**config.mk**
```make
export PLATFORM = sky130hd
export DESIGN_NAME = pipe_hazard_ctrl
export DESIGN_NICKNAME = d
export VERILOG_FILES = /design/src/rtl/pipe_ctrl_pkg.sv /design/src/rtl/pipe_hazard_ctrl_sb_match.sv /design/src/rtl/pipe_hazard_ctrl.sv
export SDC_FILE = /design/constraint.sdc
export NUM_CORES = 1
export LEC_CHECK = 0
export CORE_UTILIZATION = 30
export CTS_BUF_LIST = sky130_fd_sc_hd__clkbuf_8
export DETAILED_ROUTE_END_ITERATION = 6
export GPL_TIMING_DRIVEN = 0
export PLACE_DENSITY_LB_ADDON = 0.3
export SETUP_SLACK_MARGIN = 0.4
export SYNTH_ARGS = -nofsm -noshare
export SYNTH_HDL_FRONTEND = slang
export SYNTH_SLANG_ARGS = --single-unit
```
**constraint.sdc**
```tcl
create_clock -name clk_i -period 4.8 [get_ports clk_i]
set_input_delay 0.48 -clock clk_i [delete_from_list [all_inputs] [get_ports clk_i]]
set_output_delay 0.48 -clock clk_i [all_outputs]
set_load 0.02 [all_outputs]
```
**src/rtl/pipe_ctrl_pkg.sv**
```systemverilog
// Shared types and constants for the SimpleRISC pipeline hazard controller.
package pipe_ctrl_pkg;

  // Register-specifier width carried by a scoreboard entry.
  localparam int unsigned SB_REG_W = 5;

  // Scoreboard depth and slot positions (youngest first).
  localparam int unsigned SB_DEPTH = 3;
  localparam int unsigned SB_ALU   = 0;
  localparam int unsigned SB_DM    = 1;
  localparam int unsigned SB_WB    = 2;

  // SimpleRISC nop (opcode 5'b01101), loaded by IF/OF and OF/ALU on flush/bubble.
  localparam logic [31:0] NOP_INSN = 32'h6800_0000;

  typedef enum logic [1:0] {
    RUN    = 2'd0,
    DRAIN  = 2'd1,
    HALTED = 2'd2
  } state_e;

  typedef struct packed {
    logic                valid;
    logic [SB_REG_W-1:0] rd;
  } sb_entry_t;

  localparam sb_entry_t SB_ENTRY_NONE = '{valid: 1'b0, rd: {SB_REG_W{1'b0}}};

endpackage

```
**src/rtl/pipe_hazard_ctrl_sb_match.sv**
```systemverilog
// Compares one source specifier against every scoreboard entry.
module sb_match
  import pipe_ctrl_pkg::*;
(
  input  logic [SB_REG_W-1:0]             rs_i,
  input  sb_entry_t [SB_DEPTH-1:0]        entries_i,
  output logic                            match_o
);

  // Any valid in-flight destination equal to the source is a hit (r0 included).
  always_comb begin
    match_o = 1'b0;
    for (int i = 0; i < SB_DEPTH; i++) begin
      if (entries_i[i].valid && (entries_i[i].rd == rs_i)) begin
        match_o = 1'b1;
      end else begin
        match_o = match_o;
      end
    end
  end

endmodule

```
**src/rtl/pipe_hazard_ctrl.sv**
```systemverilog
// RAW-stall, branch-squash and halt-drain sequencing for the 5-stage SimpleRISC pipe.
// REG_W must equal pipe_ctrl_pkg::SB_REG_W, which sizes the scoreboard entries.
module pipe_hazard_ctrl
  import pipe_ctrl_pkg::*;
#(
  parameter int unsigned REG_W = 5,
  parameter int unsigned CNT_W = 16
) (
  input  logic             clk_i,
  input  logic             rst_i,
  input  logic             of_valid_i,
  input  logic [REG_W-1:0] of_rs1_i,
  input  logic [REG_W-1:0] of_rs2_i,
  input  logic             of_rs1_used_i,
  input  logic             of_rs2_used_i,
  input  logic             of_is_wb_i,
  input  logic [REG_W-1:0] of_rd_i,
  input  logic             of_is_halt_i,
  input  logic             alu_branch_taken_i,
  output logic             pc_write_o,
  output logic             ifof_write_o,
  output logic             ifof_flush_o,
  output logic             ofalu_bubble_o,
  output logic             halted_o,
  output logic [CNT_W-1:0] stall_count_o
);

  state_e                  state_q, state_d;
  sb_entry_t [SB_DEPTH-1:0] sb_q, sb_d;
  logic [CNT_W-1:0]        stall_cnt_q, stall_cnt_d;

  logic rs1_hit_s, rs2_hit_s;
  logic hazard_s, issue_s, drained_s;

  sb_match u_match_rs1 (.rs_i(of_rs1_i), .entries_i(sb_q), .match_o(rs1_hit_s));
  sb_match u_match_rs2 (.rs_i(of_rs2_i), .entries_i(sb_q), .match_o(rs2_hit_s));

  // No forwarding: a source is blocked until its producer has left WB.
  assign hazard_s = of_valid_i & ((of_rs1_used_i & rs1_hit_s) | (of_rs2_used_i & rs2_hit_s));
  assign issue_s  = (state_q == RUN) & of_valid_i & ~hazard_s & ~alu_branch_taken_i;
  // WB retires at this edge, so only ALU and DM still matter for the drain.
  assign drained_s = ~sb_q[SB_ALU].valid & ~sb_q[SB_DM].valid;

  // FSM state register.
  always_ff @(posedge clk_i) begin
    if (rst_i) begin
      state_q <= RUN;
    end else begin
      state_q <= state_d;
    end
  end

  // Scoreboard shift and RAW-stall counter registers.
  always_ff @(posedge clk_i) begin
    if (rst_i) begin
      sb_q        <= {SB_DEPTH{SB_ENTRY_NONE}};
      stall_cnt_q <= {CNT_W{1'b0}};
    end else begin
      sb_q        <= sb_d;
      stall_cnt_q <= stall_cnt_d;
    end
  end

  // FSM next state: an issuing hlt starts the drain; a taken branch cancels it.
  always_comb begin
    state_d = state_q;
    case (state_q)
      RUN: begin
        if (issue_s && of_is_halt_i) begin
          state_d = DRAIN;
        end else begin
          state_d = RUN;
        end
      end
      DRAIN: begin
        if (alu_branch_taken_i) begin
          state_d = RUN;
        end else if (drained_s) begin
          state_d = HALTED;
        end else begin
          state_d = DRAIN;
        end
      end
      HALTED:  state_d = HALTED;
      default: state_d = RUN;
    endcase
  end

  // Scoreboard advance and saturating stall count (branch-squashed stalls are not counted).
  always_comb begin
    sb_d[SB_WB]        = sb_q[SB_DM];
    sb_d[SB_DM]        = sb_q[SB_ALU];
    sb_d[SB_ALU].valid = issue_s & of_is_wb_i & ~of_is_halt_i;
    sb_d[SB_ALU].rd    = of_rd_i;
    if ((state_q == RUN) && !alu_branch_taken_i && hazard_s &&
        (stall_cnt_q != {CNT_W{1'b1}})) begin
      stall_cnt_d = stall_cnt_q + CNT_W'(1);
    end else begin
      stall_cnt_d = stall_cnt_q;
    end
  end

  // FSM outputs: pipe-register and PC enables from state plus current OF/ALU inputs.
  always_comb begin
    pc_write_o     = 1'b0;
    ifof_write_o   = 1'b0;
    ifof_flush_o   = 1'b0;
    ofalu_bubble_o = 1'b1;
    halted_o       = 1'b0;
    if (rst_i) begin
      ifof_write_o = 1'b1;
      ifof_flush_o = 1'b1;
    end else begin
      case (state_q)
        RUN: begin
          if (alu_branch_taken_i) begin
            pc_write_o   = 1'b1;
            ifof_write_o = 1'b1;
            ifof_flush_o = 1'b1;
          end else if (hazard_s) begin
            ofalu_bubble_o = 1'b1;
          end else if (of_valid_i && of_is_halt_i) begin
            ofalu_bubble_o = 1'b0;
          end else begin
            pc_write_o     = 1'b1;
            ifof_write_o   = 1'b1;
            ofalu_bubble_o = 1'b0;
          end
        end
        DRAIN: begin
          if (alu_branch_taken_i) begin
            pc_write_o   = 1'b1;
            ifof_write_o = 1'b1;
            ifof_flush_o = 1'b1;
          end else begin
            pc_write_o = 1'b0;
          end
        end
        HALTED:  halted_o = 1'b1;
        default: halted_o = 1'b0;
      endcase
    end
  end

  assign stall_count_o = stall_cnt_q;

endmodule

```
==> results.yml, run 1 <==
grt:
  grt_pass1_wl_mm: 7.99
  grt_usage_pct: 14.2
  overflow: 0
  grt_pass1_vias: 1689
  antenna_found_initial: 0
  grt_max_degree: 11
clock_network:
  cts_hold_buf: 0
  cts.sinks: 36
  cts-buffers-inserted: 5
  clk_path_buf_depth: 2
  clk_pin_slew_ps: 70
  ctsResizeCount: 0
  cts_setup_buffers: 0
  clk_latency_ps: 280
  htree_levels: 2
  root_buffer: "clkbuf_8"
  cts_tree: "built"
critical_path:
  crit_required_ps: 4320
  end_kind: "output port"
  slowest_stage: "clkdlybuf4s50_1"
  cp_max_fo: 10
  crit_type: "in -> out"
  critPathArrivalTime_ps: 3380
  crit_buf_inv: 3
  cp_slowest_stage_delay_ps: 700
  path_cells: "clkdlybuf4s50_1 -> xor2_1 -> nor4_1 -> nand4_1 -> nand4_1 -> nor2_1 -> buf_2 -> nand2_1 -> a2111oi_0 -> clkdlybuf4s50_1"
  start_kind: "primary input"
  path_delay_family: "buffers and inverters"
synthesis:
  syn_nets: 239
  synth-warning-count: 0
  syn_avg_cell_area_um2: 9.31
  synth.area.top_cells: "dfxtp_1 (36%), nor2b_1 (9.1%), xor2_1 (8.8%)"
  ys.flop_type: "dfxtp_1"
  yosysMostFrequentCell: "dfxtp_1"
  synth-seq-area-share_pct: 36.0
  ys_top_cells_by_count: "dfxtp_1 (36), nor2b_1 (29), xor2_1 (20), nor2_1 (16), nand4_1 (11)"
  ys_types: 41
  ys_async_sr_fraction_pct: 0
  synthCells: 215
  ys_ff_latch: 36
  synth_top_cell_area_share_pct: 36.0
  synthesis.area_mm2: 0.00200
  synth_edf_count: 0
  synth_top_cell_by_area: "dfxtp_1"
place:
  placed_area_mm2: 0.00253
  dp_slack_ps: 973
  portBuffers: 43
  dp_hpwl_mm: 3.51
  gp_routability_congestion: 0.810
power:
  leakage_nw: 0.940
  p_per_area_mw_per_mm2: 235
  ir_drop_uv: 95.8
  p_total_mw: 0.616
timing:
  finalCritPeriodShare_pct: 80.4
  min_period_ps: 3860
  setup_tns_ps: 0
  maxSlewViolCount: 0
  relSlewSlack_pct: 61.5
  rsz0062_at_grt: "no"
  hold_viol_final: 0
  setup-violations-final: 0
  worst_pin_slew_ps: 573
  worst_slack_ps: 942
  skew_ps: 4.20
  fmax_ghz: 0.259
final_layout:
  fin_area_mm2: 0.00263
  antennaDiodeCount: 0
  nets: 289
  drive_above_1_share_pct: 12.5
  area_growth_pct: 31.1
  fill_cells: 636
run_status:
  outcome: "finished, final reports clean"
worst_hold_path:
  hold_path.class: "reg -> reg"
route:
  post_drt_wl_per_cell_um: 14.1
  vias: 1716
  viasPerCell: 5.02
  drt_iter0_markers: 34
  dr.pass1.iters: 4
  remaining_drc_errors: 0
  route.antenna.remaining_nets: 0
  routed_wirelength_mm: 4.81
floorplanning:
  die_x_um: 83.7
  coreArea_mm2: 0.00639
  io_pins: 44
  rows: 29
  dieArea_mm2: 0.00700
  die_h_um: 83.7
  initial_core_util_pct: 31.3
flow_run:
  cap_violations: 0
## per-stage QoR
stage	std cells	hold slack, ps	utilization (%)
after floorplan	215	483	-
after global placement	335	487	39.6
after detailed placement	335	495	39.6
after CTS	342	507	41.1
after global routing	342	523	41.1
final	342	504	41.1
## power breakdown
part	switching, mW	internal (mW)	leakage [nW]	total (mW)
Combinational	0.0363	0.0384	0.598	0.0748
Clock	0.103	0.128	0.0503	0.231
Sequential	0.00581	0.304	0.293	0.310
Total	0.145	0.471	0.940	0.616
## layout make-up
| class | count | area [um^2] | area share [%] |
|---|---|---|---|
| buffer | 9 | 47.5 | 1.81 |
| inverter | 4 | 15.0 | 0.572 |
| tap | 77 | 96.3 | 3.67 |
| timing repair buffer | 43 | 430 | 16.4 |
| clock buffer | 7 | 96.3 | 3.67 |
| multi-input combinational | 166 | 1220 | 46.4 |
| sequential | 36 | 721 | 27.5 |
## cells in the final DEF, fill, tap and decap left out, types with 6 or more instances in the layout
| cell type | instances |
|---|---|
| nand2_1 | 10 |
| mux2_4 | 7 |
| nor4_1 | 9 |
| xor2_1 | 20 |
| dfxtp_1 | 36 |
| nor2_1 | 16 |
| xnor2_1 | 10 |
| clkdlybuf4s50_1 | 43 |
| nand4_1 | 11 |
| clkbuf_8 | 7 |
| nor3_2 | 6 |
| nor2b_1 | 29 |
## flip-flops by register name (all words and copies together), names as in the netlist
signal	count
stall_count_o	16
sb_d	12
sb_q	6
state_q	2
## metal layers
layer  wire length [um]  global-route usage (%)  up-vias  share of wire (%)
met5                  0                       0        -                  0
met4                 54                    5.39        0                1.1
met3                275                    3.76        5                5.7
met2               2110                    21.7       39                 44
met1               2370                    19.2      816                 49
li1                   -                       -      856                  -
## cells by family (layout without fill, tap and decap cells)
family,Yosys count,count (layout),share of synthesized area (%)
and+or+nand+nor,106,106,33.7
DFF,36,36,36.0
xor gates and xnor gates,30,30,13.1
AOI/OAI and AO/OA,18,18,5.94
buffers and inverters,13,63,3.12
muxes,11,11,7.50
adders and majority gates,1,1,0.625
## final timing paths
check,start,endpoint,slack [ps],cells after the start
hold reg to reg,sb_d[14],sb_q[14],500,1
hold / removal,sb_d[14],sb_q[14],500,1
setup reg to reg,sb_d[9],stall_count_o[7],2540,8
setup / recovery,of_rs1_i[2],pc_write_o,940,10
Note: power is estimated with default switching activity, not from simulation.
==> run 2, diff against run 1 <==
==> constraint.sdc (replaced) <==
create_clock -name clk_i -period 3.4 [get_ports clk_i]
set_input_delay 0.34 -clock clk_i [delete_from_list [all_inputs] [get_ports clk_i]]
set_output_delay 0.34 -clock clk_i [all_outputs]
set_load 0.02 [all_outputs]
==> results.yml, run 2 (same netlist as run 1, synthesis figures left out) <==
final_layout:
  layout_common_cells: "clkdlybuf4s50_1 (40), dfxtp_1 (36), nor2b_1 (29)"
  layout_commonest_cell: "clkdlybuf4s50_1"
  fill_cells: 639
  drive_above_1_share_pct: 13.5
  fin_area_mm2: 0.00264
  area_growth_pct: 31.7
  antennaDiodeCount: 0
  post-route-util_pct: 41.3
  largest_reg_flops: 16
  nets: 290
route:
  drt_iter0_markers: 40
  remaining_drc_errors: 0
  viasPerCell: 5.00
  dr.pass1.iters: 4
  route.antenna.remaining_nets: 0
  vias: 1714
  post_drt_wl_per_cell_um: 14.0
  routed_wirelength_mm: 4.81
timing:
  min_period_ps: 2800
  setup_tns_ps: 0
  whs_ps: 504
  rsz0062_at_grt: "no"
  relSlewSlack_pct: 61.8
  skew_ps: 3.79
  hold_viol_final: 0
  worst_pin_slew_ps: 568
  maxSlewViolCount: 0
  fmax_ghz: 0.357
  setup-violations-final: 0
  finalCritPeriodShare_pct: 82.3
  worst_slack_ps: 601
clock_network:
  cts_hold_buf: 0
  clk_latency_ps: 280
  clk_path_buf_depth: 2
  htree_levels: 2
  cts.sinks: 36
  cts_tree: "built"
  cts-buffers-inserted: 5
  root_buffer: "clkbuf_8"
  clk_pin_slew_ps: 70
power:
  power_switching_share_pct: 23.6
  p_seq_share_pct: 50.5
  netSwitchingPower_mw: 0.205
  p_clk_share_pct: 37.5
  p_per_area_mw_per_mm2: 329
  comb_power_share_pct: 12.0
  leakage_nw: 0.948
  intPower_mw: 0.663
  ir_drop_uv: 135
critical_path:
  cp_max_fo: 10
  path_cells: "clkdlybuf4s50_1 -> xor2_1 -> nor4_1 -> nand4_1 -> nand4_1 -> nor2_4 -> buf_4 -> nand2_1 -> a2111oi_1 -> buf_2"
  critPathArrivalTime_ps: 2460
  path_common_cell: "nand4_1"
  cp_slowest_stage_delay_ps: 550
  slowest_stage: "clkdlybuf4s50_1"
  start_kind: "primary input"
  crit_required_ps: 3060
  crit_type: "in -> out"
  end_kind: "output port"
worst_hold_path:
  hold_path.class: "reg -> reg"
grt:
  grt_pass1_vias: 1689
  grt_usage_pct: 14.2
  antenna_found_initial: 0
  grt_pass1_wl_mm: 7.98
  overflow: 0
  grt_max_degree: 11
floorplanning:
  dieArea_mm2: 0.00700
  die_x_um: 83.7
  io_pins: 44
  initial_core_util_pct: 31.3
  rows: 29
  die_h_um: 83.7
  coreArea_mm2: 0.00639
place:
  dp_slack_ps: -147
  dp_hpwl_mm: 3.51
  placed_area_mm2: 0.00253
  portBuffers: 43
  gp_routability_congestion: 0.810
run_status:
  outcome: "finished, final reports clean"
flow_run:
  cap_violations: 0
## run 2: cell types whose count changed in the layout (fill, tap and decap cells not counted), sizes merged
cell	change
clkdlybuf4s50	-3
buf	+2
dlygate4sd2	+2
## run 2: worst paths after layout
kind / to / from / cells past startpoint / slack, ps
worst max-delay path: pc_write_o / of_rs1_i[2] / 10 / 600
worst max register to register: stall_count_o[7] / sb_d[9] / 9 / 1010
worst min-delay path: sb_q[14] / sb_d[14] / 1 / 500
worst min register to register: sb_q[14] / sb_d[14] / 1 / 500
## run 2: final cells by class
cell class	count	area, um^2	area share [%]
Multi-Input combinational cell	166	1230	46.6
Clock buffer	7	96.3	3.65
Timing Repair Buffer	44	430	16.3
Tap cell	77	96.3	3.65
Buffer	9	50.0	1.90
Inverter	4	15.0	0.570
Sequential cell	36	721	27.3
## run 2: power by group through the flow
stage | Combinational, mW | Clock [mW] | Sequential, mW
6_report | 0.104 | 0.326 | 0.438
5_1_grt | 0.113 | 0.360 | 0.439
4_1_cts | 0.106 | 0.342 | 0.438
3_5_place_dp | 0.106 | 0 | 0.448
3_3_place_gp | 0.107 | 0 | 0.448
2_1_floorplan | 0.0529 | 0 | 0.446
## run 2: timing repair
action	4_1_cts	5_1_grt
hold endpoints to repair	0	0
pin swaps	0	1
resized for setup	5	6
setup buffers	0	1
endpoints found under the setup margin	3	1
## run 2: stage by stage
step / power [mW] / instances
CTS: 0.886 / 342
global route: 0.912 / 343
floorplan: 0.499 / 215
detailed placement: 0.553 / 335
finish: 0.868 / 343
global placement: 0.555 / 335
## run 2: worst max-delay path, delay by kind of cell
kind / cells / cell delay [ps]
AO/OA/AOI/OAI: 1 / 390
XOR/XNOR: 1 / 190
buffers and inverters: 3 / 980
AND/OR/NAND/NOR: 5 / 560
## run 2: layer usage
| metal | up-vias | GRT usage, % | share of wire [%] |
|---|---|---|---|
| met2 | 48 | 21.7 | 43 |
| met4 | 0 | 5.39 | 1.1 |
| li1 | 859 | - | - |
| met5 | - | 0 | 0 |
| met3 | 5 | 3.56 | 6.0 |
| met1 | 802 | 19.2 | 50 |
==> run 3, diff against run 2 <==
==> constraint.sdc (replaced) <==
create_clock -name clk_i -period 2.55 [get_ports clk_i]
set_input_delay 0.255 -clock clk_i [delete_from_list [all_inputs] [get_ports clk_i]]
set_output_delay 0.255 -clock clk_i [all_outputs]
set_load 0.02 [all_outputs]
==> results.yml, run 3 (same netlist as run 1, synthesis figures left out) <==
power:
  leakage_nw: 1.06
  p_per_area_mw_per_mm2: 393
  p_total_mw: 1.15
  ir_drop_uv: 167
worst_hold_path:
  holdPathEnd: "sb_q[14]"
  min-delay-start: "sb_d[14]"
  min_path_cells: 1
  hold_path.class: "reg -> reg"
clock_network:
  cts-buffers-inserted: 5
  cts_tree: "built"
  htree_levels: 2
  cts.sinks: 36
  clk_path_buf_depth: 2
  root_buffer: "clkbuf_8"
  clk_latency_ps: 290
  clk_pin_slew_ps: 80
final_layout:
  fill_cells: 625
  layout.cells.non_filler: 357
  drive_above_1_share_pct: 27.9
  nets: 303
  layout_common_cells: "nor2b_1 (29), clkdlybuf4s50_1 (29), dfxtp_1 (23)"
  antennaDiodeCount: 0
  largest_reg_flops: 16
  area_growth_pct: 45.7
  multi_input_area_mm2: 0.00139
  post-route-util_pct: 45.7
  seqCellArea_um2: 739
floorplanning:
  dieArea_mm2: 0.00700
  coreArea_mm2: 0.00639
  rows: 29
  die_x_um: 83.7
  die_h_um: 83.7
  io_pins: 44
  initial_core_util_pct: 31.3
grt:
  grt_use_met1_pct: 18.0
  antenna_found_initial: 0
  grt_max_degree: 13
  grt-busiest-layer: "met2"
  met3_usage_pct: 3.46
  grt_pass1_vias: 1831
  grt_usage_pct: 15.2
  grt_pass1_wl_mm: 8.52
  overflow: 0
  use_met2_pct: 26.7
timing:
  setup-violations-final: 0
  worst_pin_slew_ps: 586
  skew_ps: 8.83
  hold_viol_final: 0
  min_period_ps: 2280
  maxSlewViolCount: 0
  finalCritPeriodShare_pct: 89.3
  rsz0062_at_grt: "yes"
  relSlewSlack_pct: 60.9
  fmax_ghz: 0.439
  whs_ps: 490
critical_path:
  crit_buf_inv: 2
  crit_type: "reg -> out"
  slowest_stage: "dfxtp_2"
  critPathArrivalTime_ps: 2020
  rrSetupSlack_ps: 290
  cp_max_fo: 4
  path_delay_family: "simple AND/OR/NAND/NOR gates"
  rr_endpoint: "stall_count_o[7]"
  rr_worst_depth: 9
  path_cells: "xor2_1 -> nor4_1 -> nand4_1 -> nand4_1 -> nor2_4 -> buf_6 -> nand2_4 -> a2111oi_4 -> buf_4"
  end_kind: "output port"
  start_kind: "flip-flop"
  cp_slowest_stage_delay_ps: 350
  path_common_cell: "nand4_1"
  crit_required_ps: 2300
  reg2reg_from: "sb_d[10]"
place:
  place_inst: 335
  portBuffers: 43
  dp_hpwl_mm: 3.51
  gp_routability_congestion: 0.775
route:
  viasPerCell: 4.99
  route.antenna.remaining_nets: 0
  remaining_drc_errors: 0
  vias: 1783
  routed_wirelength_mm: 5.22
  post_drt_wl_per_cell_um: 14.6
  dr.pass1.iters: 5
  drt_iter0_markers: 60
run_status:
  outcome: "finished, final reports clean"
flow_run:
  cap_violations: 0
run 3: cell count changes in the layout (fill, tap and decap cells not counted), moves of 4 or more:
cell,previous run,this run
buf_4,3,16
dfxtp_1,36,23
dfxtp_2,0,12
clkdlybuf4s50_1,40,29
dlygate4sd2_1,2,11
nor3_2,6,0
nor3_4,0,6
nor4_1,9,5
nor4_4,2,6
run 3: cell type report:
type                       instances  share of cell area [%]
multi-input combinational        166                    47.7
sequential                        36                    25.4
timing repair buffer              57                    17.7
tap                               77                    3.30
buffer                             9                    2.45
clock buffer                       5                    2.36
clock inverter                     3                   0.644
inverter                           4                   0.515
run 3: worst register-to-register path, delay by kind of cell (launching register included):
family                    cells  cell delay, ps
and+or+nand+nor               5             980
DFF                           1             360
buffers and inverters         2             340
muxes                         1             320
xor gates and xnor gates      1             160
run 3: power breakdown:
| part | internal (mW) | leakage (nW) | total, mW | switching, mW |
|---|---|---|---|---|
| clock network | 0.190 | 0.0479 | 0.406 | 0.216 |
| logic | 0.0786 | 0.718 | 0.154 | 0.0751 |
| registers | 0.574 | 0.298 | 0.585 | 0.0113 |
run 3: metal layers:
metal,wire [um],vias up
li1,-,884
met1,2330,840
met2,2540,46
met3,235,13
met4,116,0
met5,0,-
run 3: per-stage QoR:
stage	TNS, ps	worst slack (ps)	area (um^2)
floorplan	0	461	2010
global placement	-2040	-750	2530
detailed placement	-2100	-768	2530
CTS	0	261	2830
global route	0	136	2920
finish	0	272	2920
run 3: how the worst max path moves through the flow:
stage                     startpoint  cells past startpoint          endpoint
floorplan           stall_count_o[6]                      7  stall_count_o[6]
global placement         of_rs1_i[1]                     10        pc_write_o
detailed placement       of_rs2_i[3]                     10        pc_write_o
CTS                          sb_d[6]                      9        pc_write_o
global route                 sb_d[6]                      9        pc_write_o
finish                       sb_d[6]                      9        pc_write_o
run 3: repair_timing:
item,4_1_cts,5_1_grt
gates resized for setup,64,16
hold buffers,0,0
pin swaps,15,6
endpoints found under the setup margin,18,19
setup buffers,12,2
